### src/rtl/pdes_sched_ctrl.sv
`default_nettype none
// ============================================================================
//  Module   : pdes_sched_ctrl
//  Purpose  : PDES scheduler control. Seeds the initial events, arbitrates
//             core-generated events into an external priority queue,
//             dispatches queue-head events to idle cores, tracks GVT and
//             terminates on end time or drain.
//  Options  : PDES_SCHED_STATS_EN adds stat_enq/stat_deq/stat_maxq outputs.
//  Revision : 1.0 - initial release
// ============================================================================
module pdes_sched_ctrl #(
  parameter int NUM_CORES = 4,
  parameter int TW        = 16,
  parameter int LPW       = 3,
  parameter int NUM_INIT  = 4,
  parameter int SIM_END   = 1000,
  parameter int CNTW      = 5
) (
  input  logic                              clk,
  input  logic                              rst_n,
  input  logic                              start,
  output logic                              busy,
  output logic                              done,
  output logic [TW-1:0]                     gvt,
  input  logic [NUM_CORES-1:0]              core_new_vld,
  input  logic [NUM_CORES*(LPW+TW)-1:0]     core_new_data,
  output logic [NUM_CORES-1:0]              core_new_ack,
  input  logic [NUM_CORES-1:0]              core_ready,
  input  logic [NUM_CORES-1:0]              core_done,
  output logic [NUM_CORES-1:0]              core_evt_vld,
  output logic [LPW+TW-1:0]                 core_evt_data,
  output logic                              q_enq,
  output logic [LPW+TW-1:0]                 q_enq_data,
  output logic                              q_deq,
  input  logic [LPW+TW-1:0]                 q_head,
  input  logic [CNTW-1:0]                   q_count,
  input  logic                              q_full
`ifdef PDES_SCHED_STATS_EN
  ,
  output logic [31:0]                       stat_enq,
  output logic [31:0]                       stat_deq,
  output logic [CNTW-1:0]                   stat_maxq
`endif
);

  localparam int c_ew  = LPW + TW;
  localparam int c_pw  = $clog2(NUM_CORES);
  localparam int c_bw  = $clog2(NUM_CORES * c_ew);
  localparam int c_icw = (NUM_INIT < 2) ? 1 : $clog2(NUM_INIT + 1);
  localparam logic [c_icw-1:0] c_init_last = c_icw'(NUM_INIT - 1);
  localparam logic [TW:0]      c_sim_end   = (TW+1)'(SIM_END);

  typedef enum logic [1:0] {
    S_IDLE = 2'd0,
    S_INIT = 2'd1,
    S_RUN  = 2'd2,
    S_FIN  = 2'd3
  } state_t;

  state_t               r_state, w_next;
  logic [c_icw-1:0]     r_init_cnt;
  logic [LPW-1:0]       w_init_lp;
  logic [c_pw-1:0]      r_eptr, r_dptr, w_esel, w_dsel;
  logic [c_bw-1:0]      w_ebase;
  logic [NUM_CORES-1:0] r_act;
  logic [TW-1:0]        r_loc [NUM_CORES];
  logic [TW-1:0]        w_cand;
  logic                 w_has, w_drained, r_drain_seen, w_gvt_end, w_start;

  // First requester at or after ptr, scanning circularly.
  function automatic logic [c_pw-1:0] rr_pick(input logic [NUM_CORES-1:0] req,
                                              input logic [c_pw-1:0]      ptr);
    logic [c_pw-1:0] sel;
    int              idx;
    sel = ptr;
    for (int i = NUM_CORES - 1; i >= 0; i--) begin
      idx = (int'(ptr) + i) % NUM_CORES;
      if (req[c_pw'(idx)]) sel = c_pw'(idx);
    end
    return sel;
  endfunction

  function automatic logic [c_pw-1:0] rr_next(input logic [c_pw-1:0] sel);
    return (sel == c_pw'(NUM_CORES - 1)) ? '0 : sel + c_pw'(1);
  endfunction

  assign w_start   = (r_state == S_IDLE) && start;
  assign w_esel    = rr_pick(core_new_vld, r_eptr);
  assign w_dsel    = rr_pick(core_ready, r_dptr);
  assign w_ebase   = c_bw'(w_esel) * c_bw'(c_ew);
  assign w_drained = (q_count == '0) && (r_act == '0) && (core_new_vld == '0);
  assign w_gvt_end = {1'b0, gvt} > c_sim_end;
  assign busy      = (r_state == S_INIT) || (r_state == S_RUN);
  assign done      = (r_state == S_FIN);
  assign core_evt_data = q_head;

  // Seed LP id is the push index modulo 2^LPW.
  generate
    if (c_icw >= LPW) begin : g_lp_trunc
      assign w_init_lp = r_init_cnt[LPW-1:0];
    end else begin : g_lp_ext
      assign w_init_lp = {{(LPW - c_icw){1'b0}}, r_init_cnt};
    end
  endgenerate

  // GVT candidate: minimum over active cores' local times and the queue head.
  always_comb begin
    w_cand = '1;
    w_has  = 1'b0;
    if (q_count != '0) begin
      w_cand = q_head[TW-1:0];
      w_has  = 1'b1;
    end
    for (int g = 0; g < NUM_CORES; g++) begin
      if (r_act[g]) begin
        w_has = 1'b1;
        if (r_loc[g] < w_cand) w_cand = r_loc[g];
      end
    end
  end

  // Next state and queue/core strobes; enqueue takes priority over dispatch.
  always_comb begin
    w_next       = r_state;
    q_enq        = 1'b0;
    q_enq_data   = '0;
    q_deq        = 1'b0;
    core_new_ack = '0;
    core_evt_vld = '0;
    case (r_state)
      S_IDLE: if (start) w_next = S_INIT;
      S_INIT: begin
        if (!q_full) begin
          q_enq      = 1'b1;
          q_enq_data = {w_init_lp, {TW{1'b0}}};
          if (r_init_cnt == c_init_last) w_next = S_RUN;
        end
      end
      S_RUN: begin
        if ((core_new_vld != '0) && !q_full) begin
          core_new_ack[w_esel] = 1'b1;
          q_enq                = 1'b1;
          q_enq_data           = core_new_data[w_ebase +: c_ew];
        end else if ((q_count != '0) && (core_ready != '0)) begin
          q_deq                = 1'b1;
          core_evt_vld[w_dsel] = 1'b1;
        end
        if (w_gvt_end || (w_drained && r_drain_seen)) w_next = S_FIN;
      end
      S_FIN:   w_next = S_IDLE;
      default: w_next = S_IDLE;
    endcase
  end

  // State register plus one-cycle memory of the drained condition.
  always_ff @(posedge clk or negedge rst_n) begin
    if (!rst_n) begin
      r_state      <= S_IDLE;
      r_drain_seen <= 1'b0;
    end else begin
      r_state      <= w_next;
      r_drain_seen <= (r_state == S_RUN) && w_drained;
    end
  end

  // Count seed pushes during INIT.
  always_ff @(posedge clk or negedge rst_n) begin
    if (!rst_n)                           r_init_cnt <= '0;
    else if (w_start)                     r_init_cnt <= '0;
    else if ((r_state == S_INIT) && q_enq) r_init_cnt <= r_init_cnt + c_icw'(1);
  end

  // Round-robin pointers move to the core after the most recent grant.
  always_ff @(posedge clk or negedge rst_n) begin
    if (!rst_n) begin
      r_eptr <= '0;
      r_dptr <= '0;
    end else begin
      if (core_new_ack != '0) r_eptr <= rr_next(w_esel);
      if (q_deq)              r_dptr <= rr_next(w_dsel);
    end
  end

  // Core activity and local time; a dispatch overrides a same-cycle done.
  always_ff @(posedge clk or negedge rst_n) begin
    if (!rst_n) begin
      r_act <= '0;
      for (int g = 0; g < NUM_CORES; g++) r_loc[g] <= '0;
    end else if (w_start) begin
      r_act <= '0;
    end else begin
      r_act <= (r_act & ~core_done) | core_evt_vld;
      if (q_deq) r_loc[w_dsel] <= q_head[TW-1:0];
    end
  end

  // GVT is monotonic: only ever raised to a larger candidate while running.
  always_ff @(posedge clk or negedge rst_n) begin
    if (!rst_n)       gvt <= '0;
    else if (w_start) gvt <= '0;
    else if ((r_state == S_RUN) && w_has && (w_cand > gvt)) gvt <= w_cand;
  end

`ifdef PDES_SCHED_STATS_EN
  // Saturating RUN-state push/pop counters and peak queue occupancy.
  always_ff @(posedge clk or negedge rst_n) begin
    if (!rst_n) begin
      stat_enq  <= '0;
      stat_deq  <= '0;
      stat_maxq <= '0;
    end else if (w_start) begin
      stat_enq  <= '0;
      stat_deq  <= '0;
      stat_maxq <= '0;
    end else begin
      if ((core_new_ack != '0) && (stat_enq != '1)) stat_enq <= stat_enq + 32'd1;
      if (q_deq && (stat_deq != '1))                stat_deq <= stat_deq + 32'd1;
      if (busy && (q_count > stat_maxq))            stat_maxq <= q_count;
    end
  end
`endif

endmodule
`default_nettype wire

### config.mk
export PLATFORM = sky130hd
export DESIGN_NAME = pdes_sched_ctrl
export DESIGN_NICKNAME = d
export VERILOG_FILES = /design/src/rtl/pdes_sched_ctrl.sv
export SDC_FILE = /design/constraint.sdc
export NUM_CORES = 1
export LEC_CHECK = 0
export CAP_MARGIN = 10
export CORE_AREA = 5 5 142 144
export DETAILED_ROUTE_END_ITERATION = 10
export DIE_AREA = 0 0 147 149
export HOLD_SLACK_MARGIN = 0.12
export PLACE_DENSITY = 0.79
export SYNTH_ARGS = -nofsm -noshare
export SYNTH_HDL_FRONTEND = slang
export SYNTH_SLANG_ARGS = --single-unit
### constraint.sdc
create_clock -name clk -period 21 [get_ports clk]
set_clock_uncertainty 0.05 [all_clocks]
set_input_delay 4.2 -clock clk [delete_from_list [all_inputs] [get_ports clk]]
set_output_delay 4.2 -clock clk [all_outputs]
set_load 0.01 [all_outputs]
==> impl_metrics.toml, run 1 <==
[setup_path]
crit_type = "in -> reg"
cpPeakStageDelay_ps = 630
cpMaxStageDelayCell = "or3_1"
crit_path_frequent_cell = "nand2_1"
rrSetupSlack_ps = 8450
worstReg2RegStart = "r_loc[55]$_DFFE_PN0P_"
r2r_cells = 50
cp-end-kind = "flop"
r2r-end = "gvt[7]$_DFFE_PN0P_"
critical_path_arrival_ps = 17400
critPathLaunchType = "input pin"
path_max_fanout = 30
cp.required_ps = 21180

[floorplan]
io_pins = 182
die_area_sq_um = 21900
num_rows = 50
start_util = 0.424
core_area_sq_um = 18600
die_y_microns = 149
die_w_microns = 147

[timing]
fin_crit_ps = 17220
slew_viol_final = 0
worst_pin_slew_ps = 996
fin_crit_sh = 0.820
fin_tns_setup_ps = 0
setup_viol = 0
relSlewSlack = 0.335
clock.fmax_mhz = 58.1
rsz0062_at_grt = "false"
hold_viol_final = 0

[global_route]
grtUsageMet1 = 0.288
grt_max_degree = 74
grt_util_met2 = 0.343
antenna_found_initial = 0
grt_pass1_vias = 6840
grt_pass1_wl_microns = 36800
grt_overflow = 0
use_met3 = 0.0255
top_usage_layer = "met2"
track_usage = 0.208

[clock_tree]
clkSinkCount = 94
clock_latency_ps = 350
cts_hold_buf = 0
cts_tree = "done"
cts-buffers-inserted = 9
root_buffer = "clkbuf_16"
postCtsSetupBuffers = 0
htree_levels = 3
clockBufferDepth = 2
ctsResizeCount = 0
path_clk_slew_ps = 70

[logic_synthesis]
syn_area_sq_um = 7880
post-synth-top-area-cell = "dfrtp_1"
syn_avg_cell_area_sq_um = 9.49
async_flop_share = 1.00
synth_area_leaders = "dfrtp_1 30%, ha_1 14%, mux2_2 8.7%, mux4_2 5.4%, nand2_1 5.2%"
synth_edf_count = 0
ys_seq_area_frac = 0.299
synthDominantCellAreaShare = 0.299
synthDistinctLibCells = 69
yosysWarnings = 0
syn_inst = 830
syn_nets = 1033
synth_flop_cell = "dfrtp_1"
ys_seq_elements = 94

[detailed_routing]
dr.pass1.iters = 6
drc_errors = 0
wl_microns = 23000
viasPerCell = 5.72
antenna_left = 0
vias = 6901
avgRoutedWirePerCell_microns = 19.1
drt_iter0_markers = 719

[layout]
area_growth_syn_to_layout_pct = 26.2
fin_nets = 1171
layout_common_cells = "174 x clkdlybuf4s50_1, 110 x nand2_1, 94 x dfrtp_1"
layout_commonest_cell = "clkdlybuf4s50_1"
drive_gt1_frac = 0.131
utilization = 0.535
diodes = 0

[place]
dp_hpwl_microns = 18200
place.gp.congestion = 0.944
io_buffers = 175

[power_and_ir_drop]
p_leak_uw = 0.00441
irDropWorstVdd_v = 0.0000593
finalPower_uw = 1310
power.density_nw_per_um2 = 131

[hold_path]
holdPathEnd = "r_loc[16]$_DFFE_PN0P_"
holdPathStages = 1
min_path_type = "reg -> reg"
worstHoldStart = "r_loc[16]$_DFFE_PN0P_"

[job]
maxCapViolations = 0

[status]
outcome = "finished, final reports clean"
==> stage by stage <==
stage	instance area [sq um]	hold WS [ps]	worst slack [ps]	instances
3_5_place_dp	9640	452	3570	1191
4_1_cts	9940	471	3930	1206
5_1_grt	9940	494	2560	1206
2_1_floorplan	7880	423	5720	830
6_report	9940	473	3780	1206
3_3_place_gp	9640	442	4180	1191
==> kinds of logic after synthesis <==
family / share of synthesized area
buffers and inverters: 0.0642
AOI/OAI and AO/OA: 0.206
adders and majority gates: 0.143
and+or+nand+nor: 0.143
muxes: 0.144
xor gates and xnor gates: 0.00111
DFF: 0.299
==> state kept, by name, indices dropped and copies added (netlist names) <==
| signal | cells |
|---|---|
| gvt | 16 |
| r_act | 4 |
| r_dptr | 2 |
| r_drain_seen | 1 |
| r_eptr | 2 |
| r_init_cnt | 3 |
| r_loc | 64 |
| r_state | 2 |
==> worst max-delay path, delay by kind of cell <==
kind	cells	cell delay, ps
buf+inv	3	710
simple gates	21	6090
compound gates	25	4900
fa+ha+maj	5	1490
==> cells in the mapped netlist, types with 7 or more instances <==
cell type / count
a21o_1: 28
a21oi_1: 29
a31oi_1: 16
and2_1: 24
and3_1: 7
buf_4: 20
clkbuf_1: 21
dfrtp_1: 94
ha_1: 87
inv_1: 54
mux2_2: 61
mux4_2: 19
nand2_1: 110
nand2b_1: 7
nand4_1: 15
nor2_1: 33
nor2b_1: 9
nor3_1: 7
o211ai_1: 21
o211ai_2: 15
o21a_1: 10
o21ai_0: 57
==> how the worst max path moves through the flow <==
| stage | from | slack, ps | to | cells after the start |
|---|---|---|---|---|
| floorplan | q_count[1] | 5720 | gvt[15]$_DFFE_PN0P_ | 59 |
| detailed placement | q_count[1] | 3570 | gvt[7]$_DFFE_PN0P_ | 54 |
| global placement | q_count[1] | 4180 | gvt[0]$_DFFE_PN0P_ | 54 |
| finish | q_count[1] | 3780 | gvt[7]$_DFFE_PN0P_ | 54 |
| CTS | q_count[1] | 3930 | gvt[7]$_DFFE_PN0P_ | 54 |
| global route | q_count[1] | 2560 | gvt[4]$_DFFE_PN0P_ | 54 |
==> area by class of cell <==
type	instances	area [sq um]
inverter	54	203
fill	1608	8640
tap	234	293
sequential	94	2350
multi-input combinational	631	5020
clock buffer	12	256
timing repair buffer	178	1770
clock inverter	3	43.8
==> power by group <==
group          internal [uW]  switching, uW  total, uW
combinational            375            406        781
clock                   98.3           71.8        170
sequential               266           90.1        356
total                    739            568       1310
==> per-layer routing <==
layer,routed length (microns),up-vias,share of wire
met4,588,0,0.026
met3,925,44,0.040
met1,10400,3341,0.45
met2,11100,213,0.48
li1,-,3303,-
met5,0,-,0
Note: power is estimated with default switching activity, not from simulation.
==> run 2, diff against run 1 <==
--- a/config.mk
+++ b/config.mk
@@ -10,7 +10,7 @@
 export DETAILED_ROUTE_END_ITERATION = 10
 export DIE_AREA = 0 0 147 149
 export HOLD_SLACK_MARGIN = 0.12
-export PLACE_DENSITY = 0.79
+export PLACE_DENSITY = 0.82
 export SYNTH_ARGS = -nofsm -noshare
 export SYNTH_HDL_FRONTEND = slang
 export SYNTH_SLANG_ARGS = --single-unit
==> constraint.sdc (replaced) <==
create_clock -name clk -period 14 [get_ports clk]
set_clock_uncertainty 0.05 [all_clocks]
set_input_delay 2.8 -clock clk [delete_from_list [all_inputs] [get_ports clk]]
set_output_delay 2.8 -clock clk [all_outputs]
set_load 0.01 [all_outputs]
==> impl_metrics.toml, run 2 (synthesis gave the netlist of run 1 again) <==
[layout]
top_register = "r_loc"
layout_common_cells = "174 x clkdlybuf4s50_1, 108 x nand2_1, 94 x dfrtp_1"
area_growth_syn_to_layout_pct = 33.4
largest_register_ffs = 64
diodes = 0
layout_commonest_cell = "clkdlybuf4s50_1"
final_cell_area_sq_um = 10500
drive_gt1_frac = 0.192
fin_nets = 1223
reg_top3 = "r_loc (64), gvt (16), r_act (4)"
instances_no_fill = 1259
fillers = 1516

[setup_path]
crit_path_frequent_cell = "ha_1"
critical_path_arrival_ps = 13790
r2r-end = "gvt[3]$_DFFE_PN0P_"
cpPeakStageDelay_ps = 500
cp.required_ps = 14170
critPathLaunchType = "input pin"
crit_type = "in -> reg"
worstReg2RegStart = "r_loc[54]$_DFFE_PN0P_"
rrSetupSlack_ps = 3450
r2r_cells = 52
cp-end-kind = "flop"
path_max_fanout = 14
cpMaxStageDelayCell = "or4b_4"

[detailed_routing]
avgRoutedWirePerCell_microns = 19.9
dr.pass1.iters = 5
antenna_left = 0
drt_iter0_markers = 549
vias = 7299
viasPerCell = 5.80
drc_errors = 0
wl_microns = 25000

[global_route]
track_usage = 0.217
antenna_found_initial = 0
grt_max_degree = 60
grt_pass1_wl_microns = 38600
grt_pass1_vias = 7228
grt_overflow = 0

[job]
maxCapViolations = 0

[timing]
fin_crit_sh = 0.973
slew_viol_final = 0
fin_crit_ps = 13620
worst_pin_slew_ps = 1010
clock.fmax_mhz = 73.4
relSlewSlack = 0.324
setup_viol = 0
hold_viol_final = 0

[clock_tree]
path_clk_slew_ps = 70
cts_tree = "done"
clockBufferDepth = 2
clock_latency_ps = 350
cts-buffers-inserted = 9
htree_levels = 3
root_buffer = "clkbuf_16"
clkSinkCount = 94
cts_hold_buf = 0

[hold_path]
holdPathEnd = "r_loc[1]$_DFFE_PN0P_"
worstHoldStart = "r_loc[1]$_DFFE_PN0P_"
min_path_type = "reg -> reg"
holdPathStages = 2

[floorplan]
core_area_sq_um = 18600
die_area_sq_um = 21900
die_w_microns = 147
num_rows = 50
die_y_microns = 149
io_pins = 182
start_util = 0.424

[power_and_ir_drop]
p_leak_uw = 0.00470
pwr-share-clk = 0.121
switching_share = 0.436
p_sw_uw = 920
power.density_nw_per_um2 = 201
p_comb_frac = 0.623
power_frac_seq = 0.256
finalPower_uw = 2110
irDropWorstVdd_v = 0.0000976
intPower_uw = 1190

[place]
io_buffers = 175
dp_hpwl_microns = 19500
dp.cells = 1225
place.gp.congestion = 0.930
dpl_cell_area_sq_um = 9910

[status]
outcome = "finished, final reports clean"
run 2: area by class of cell:
class                           count  area (sq um)  share of cell area
Multi-Input combinational cell    632          5150               0.490
Clock inverter                      3          42.5             0.00405
Sequential cell                    94          2350               0.224
Tap cell                          234           293              0.0279
Inverter                           54           203              0.0193
Clock buffer                       13           260              0.0248
Timing Repair Buffer              229          2210               0.210
run 2: how the worst max path moves through the flow:
stage,end,depth (start not counted),start,slack [ps]
global placement,gvt[15]$_DFFE_PN0P_,56,q_count[1],80
CTS,gvt[13]$_DFFE_PN0P_,56,q_count[1],3
detailed placement,gvt[10]$_DFFE_PN0P_,53,q_count[1],-430
global route,gvt[3]$_DFFE_PN0P_,56,q_count[1],-90
floorplan,gvt[15]$_DFFE_PN0P_,59,q_count[1],120
finish,gvt[3]$_DFFE_PN0P_,56,q_count[1],380
run 2: what timing repair did:
item | in CTS | in global routing
cloned | 0 | 4
pin swaps | 2 | 24
gates resized for setup | 0 | 38
setup buffers | 1 | 13
setup endpoints to repair | 12 | 16
run 2: routing by layer:
layer  global-route usage  vias up  share of wire
li1                     -     3410              -
met2                0.372      279           0.49
met1                0.285     3545           0.43
met3               0.0273       65          0.048
met5                    0        -              0
met4               0.0755        0          0.031
run 2: metrics by stage:
step	hold slack (ps)	setup slack, ps	TNS [ps]	util
floorplan	423	119	0	-
global placement	432	82.1	0	0.533
detailed placement	451	-426	-5820	0.533
CTS	456	2.53	0	0.550
global route	515	-93.4	-864	0.566
finish	484	381	0	0.566
run 2: worst max-delay path, delay by kind of cell:
kind / cells / cell delay (ps)
AOI/OAI and AO/OA: 29 / 5410
adders and majority gates: 5 / 1420
buffers and inverters: 6 / 1150
and+or+nand+nor: 16 / 2990
run 2: power groups by stage:
stage | registers (uW) | clock network, uW | logic, uW
4_1_cts | 533 | 259 | 1220
3_5_place_dp | 537 | 0 | 1200
6_report | 540 | 256 | 1320
3_3_place_gp | 531 | 0 | 1160
2_1_floorplan | 495 | 0 | 832
5_1_grt | 553 | 268 | 1450
==> run 3, diff against run 2 <==
--- a/config.mk
+++ b/config.mk
@@ -6,11 +6,11 @@
 export NUM_CORES = 1
 export LEC_CHECK = 0
 export CAP_MARGIN = 10
-export CORE_AREA = 5 5 142 144
+export CORE_AREA = 2 2 139 141
 export DETAILED_ROUTE_END_ITERATION = 10
-export DIE_AREA = 0 0 147 149
+export DIE_AREA = 0 0 141 143
 export HOLD_SLACK_MARGIN = 0.12
-export PLACE_DENSITY = 0.82
+export PLACE_DENSITY = 0.76
 export SYNTH_ARGS = -nofsm -noshare
 export SYNTH_HDL_FRONTEND = slang
 export SYNTH_SLANG_ARGS = --single-unit
==> impl_metrics.toml, run 3 (synthesis gave the netlist of run 1 again) <==
[setup_path]
cp-end-kind = "flop"
cp.required_ps = 14190
critical_path_arrival_ps = 13740
critPathLaunchType = "input pin"
critPathLaunch = "q_count[1]"
crit_type = "in -> reg"
cpMaxStageDelayCell = "or4b_1"
cpPeakStageDelay_ps = 520
worstReg2RegStart = "r_loc[55]$_DFFE_PN0P_"
timing.critical_path.buf_inv = 8
cp_top_family = "compound AO/OA/AOI/OAI gates"
crit_path_frequent_cell = "a21o_1"
path_max_fanout = 14

[clock_tree]
root_buffer = "clkbuf_16"
clkSinkCount = 94
clockBufferDepth = 2
cts-buffers-inserted = 9
cts_tree = "done"
htree_levels = 3
cts_hold_buf = 0
clock_latency_ps = 370
path_clk_slew_ps = 70

[hold_path]
worstHoldStart = "r_loc[16]$_DFFE_PN0P_"
min_path_type = "reg -> reg"

[detailed_routing]
dr.pass1.iters = 7
vias = 7164
viasPerCell = 5.64
wl_microns = 23800
antenna_left = 0
drt_iter0_markers = 514
avgRoutedWirePerCell_microns = 18.7
drc_errors = 0

[floorplan]
die_w_microns = 141
die_y_microns = 143
die_area_sq_um = 20200
io_pins = 182
core_area_sq_um = 18600
num_rows = 50
start_util = 0.424

[timing]
worst_pin_slew_ps = 975
clock.fmax_mhz = 73.8
setup_viol = 0
fin_crit_sh = 0.968
slew_viol_final = 0
relSlewSlack = 0.348
fin_crit_ps = 13550
hold_viol_final = 0

[layout]
top_register = "r_loc"
fillers = 1604
drive_gt1_frac = 0.197
diodes = 0
largest_register_ffs = 64
layout_common_cells = "174 x clkdlybuf4s50_1, 107 x nand2_1, 94 x dfrtp_1"
final_cell_area_sq_um = 10500
reg_top3 = "r_loc (64), gvt (16), r_act (4)"
fin_nets = 1234
layout_commonest_cell = "clkdlybuf4s50_1"
area_growth_syn_to_layout_pct = 33.4

[job]
maxCapViolations = 0

[global_route]
grt_pass1_vias = 6971
track_usage = 0.233
antenna_found_initial = 0
grt_max_degree = 54
grt_pass1_wl_microns = 36900
grt_overflow = 0

[place]
dpl_cell_area_sq_um = 10100
dp_hpwl_microns = 18500
io_buffers = 175
place.gp.congestion = 0.921

[power_and_ir_drop]
irDropWorstVdd_v = 0.0000892
finalPower_uw = 2070
p_leak_uw = 0.00474
power.density_nw_per_um2 = 196

[status]
outcome = "finished, final reports clean"
-- run 3: worst reg2reg max path, delay by kind of cell (launching register included) --
kind	cells	cell delay, ps
AOI/OAI and AO/OA	28	4940
and+or+nand+nor	15	2560
adders and majority gates	5	1320
buffers and inverters	7	1060
DFF	1	440
-- run 3: worst paths after layout --
path	slack (ps)	end	cells after the start
worst max-delay path	450	gvt[0]$_DFFE_PN0P_	59
worst min-delay path	490	r_loc[16]$_DFFE_PN0P_	1
worst max register to register	3510	gvt[0]$_DFFE_PN0P_	55
worst min register to register	490	r_loc[16]$_DFFE_PN0P_	1
max in group asynchronous	10450	gvt[4]$_DFFE_PN0P_	2
min in group asynchronous	2370	r_loc[43]$_DFFE_PN0P_	1
-- run 3: layer usage --
metal / global-route usage / up-vias / wire length [microns]
met5: 0 / - / 0
met1: 0.320 / 3484 / 10600
met3: 0.0396 / 33 / 1130
met2: 0.386 / 217 / 11700
met4: 0.0547 / 0 / 384
li1: - / 3430 / -
-- run 3: power breakdown --
group	leakage [uW]	switching, uW	total (uW)	internal, uW
clock	0.000135	114	239	125
combinational	0.00342	645	1290	644
sequential	0.00118	139	537	398
-- run 3: area by class of cell --
cell class	count	area [sq um]	share of cell area
Clock buffer	11	243	0.0231
Clock inverter	5	35.0	0.00333
Inverter	54	203	0.0193
Multi-Input combinational cell	631	5090	0.485
Sequential cell	94	2350	0.224
Tap cell	234	293	0.0279
Timing Repair Buffer	241	2290	0.218
-- run 3: per-stage QoR --
stage               hold WS (ps)  utilization  TNS, ps  setup slack, ps  std cells
detailed placement           441        0.541    -3030             -235       1244
floorplan                    423            -        0              119        830
CTS                          481        0.556        0             68.9       1260
finish                       486        0.566        0              454       1270
global route                 524        0.566    -1120            -98.9       1270
global placement             433        0.541        0              126       1244
-- run 3: what timing repair did --
| item | CTS | global route |
|---|---|---|
| setup endpoints to repair | 0 | 16 |
| setup buffers | 0 | 9 |
| gates resized for setup | 0 | 30 |
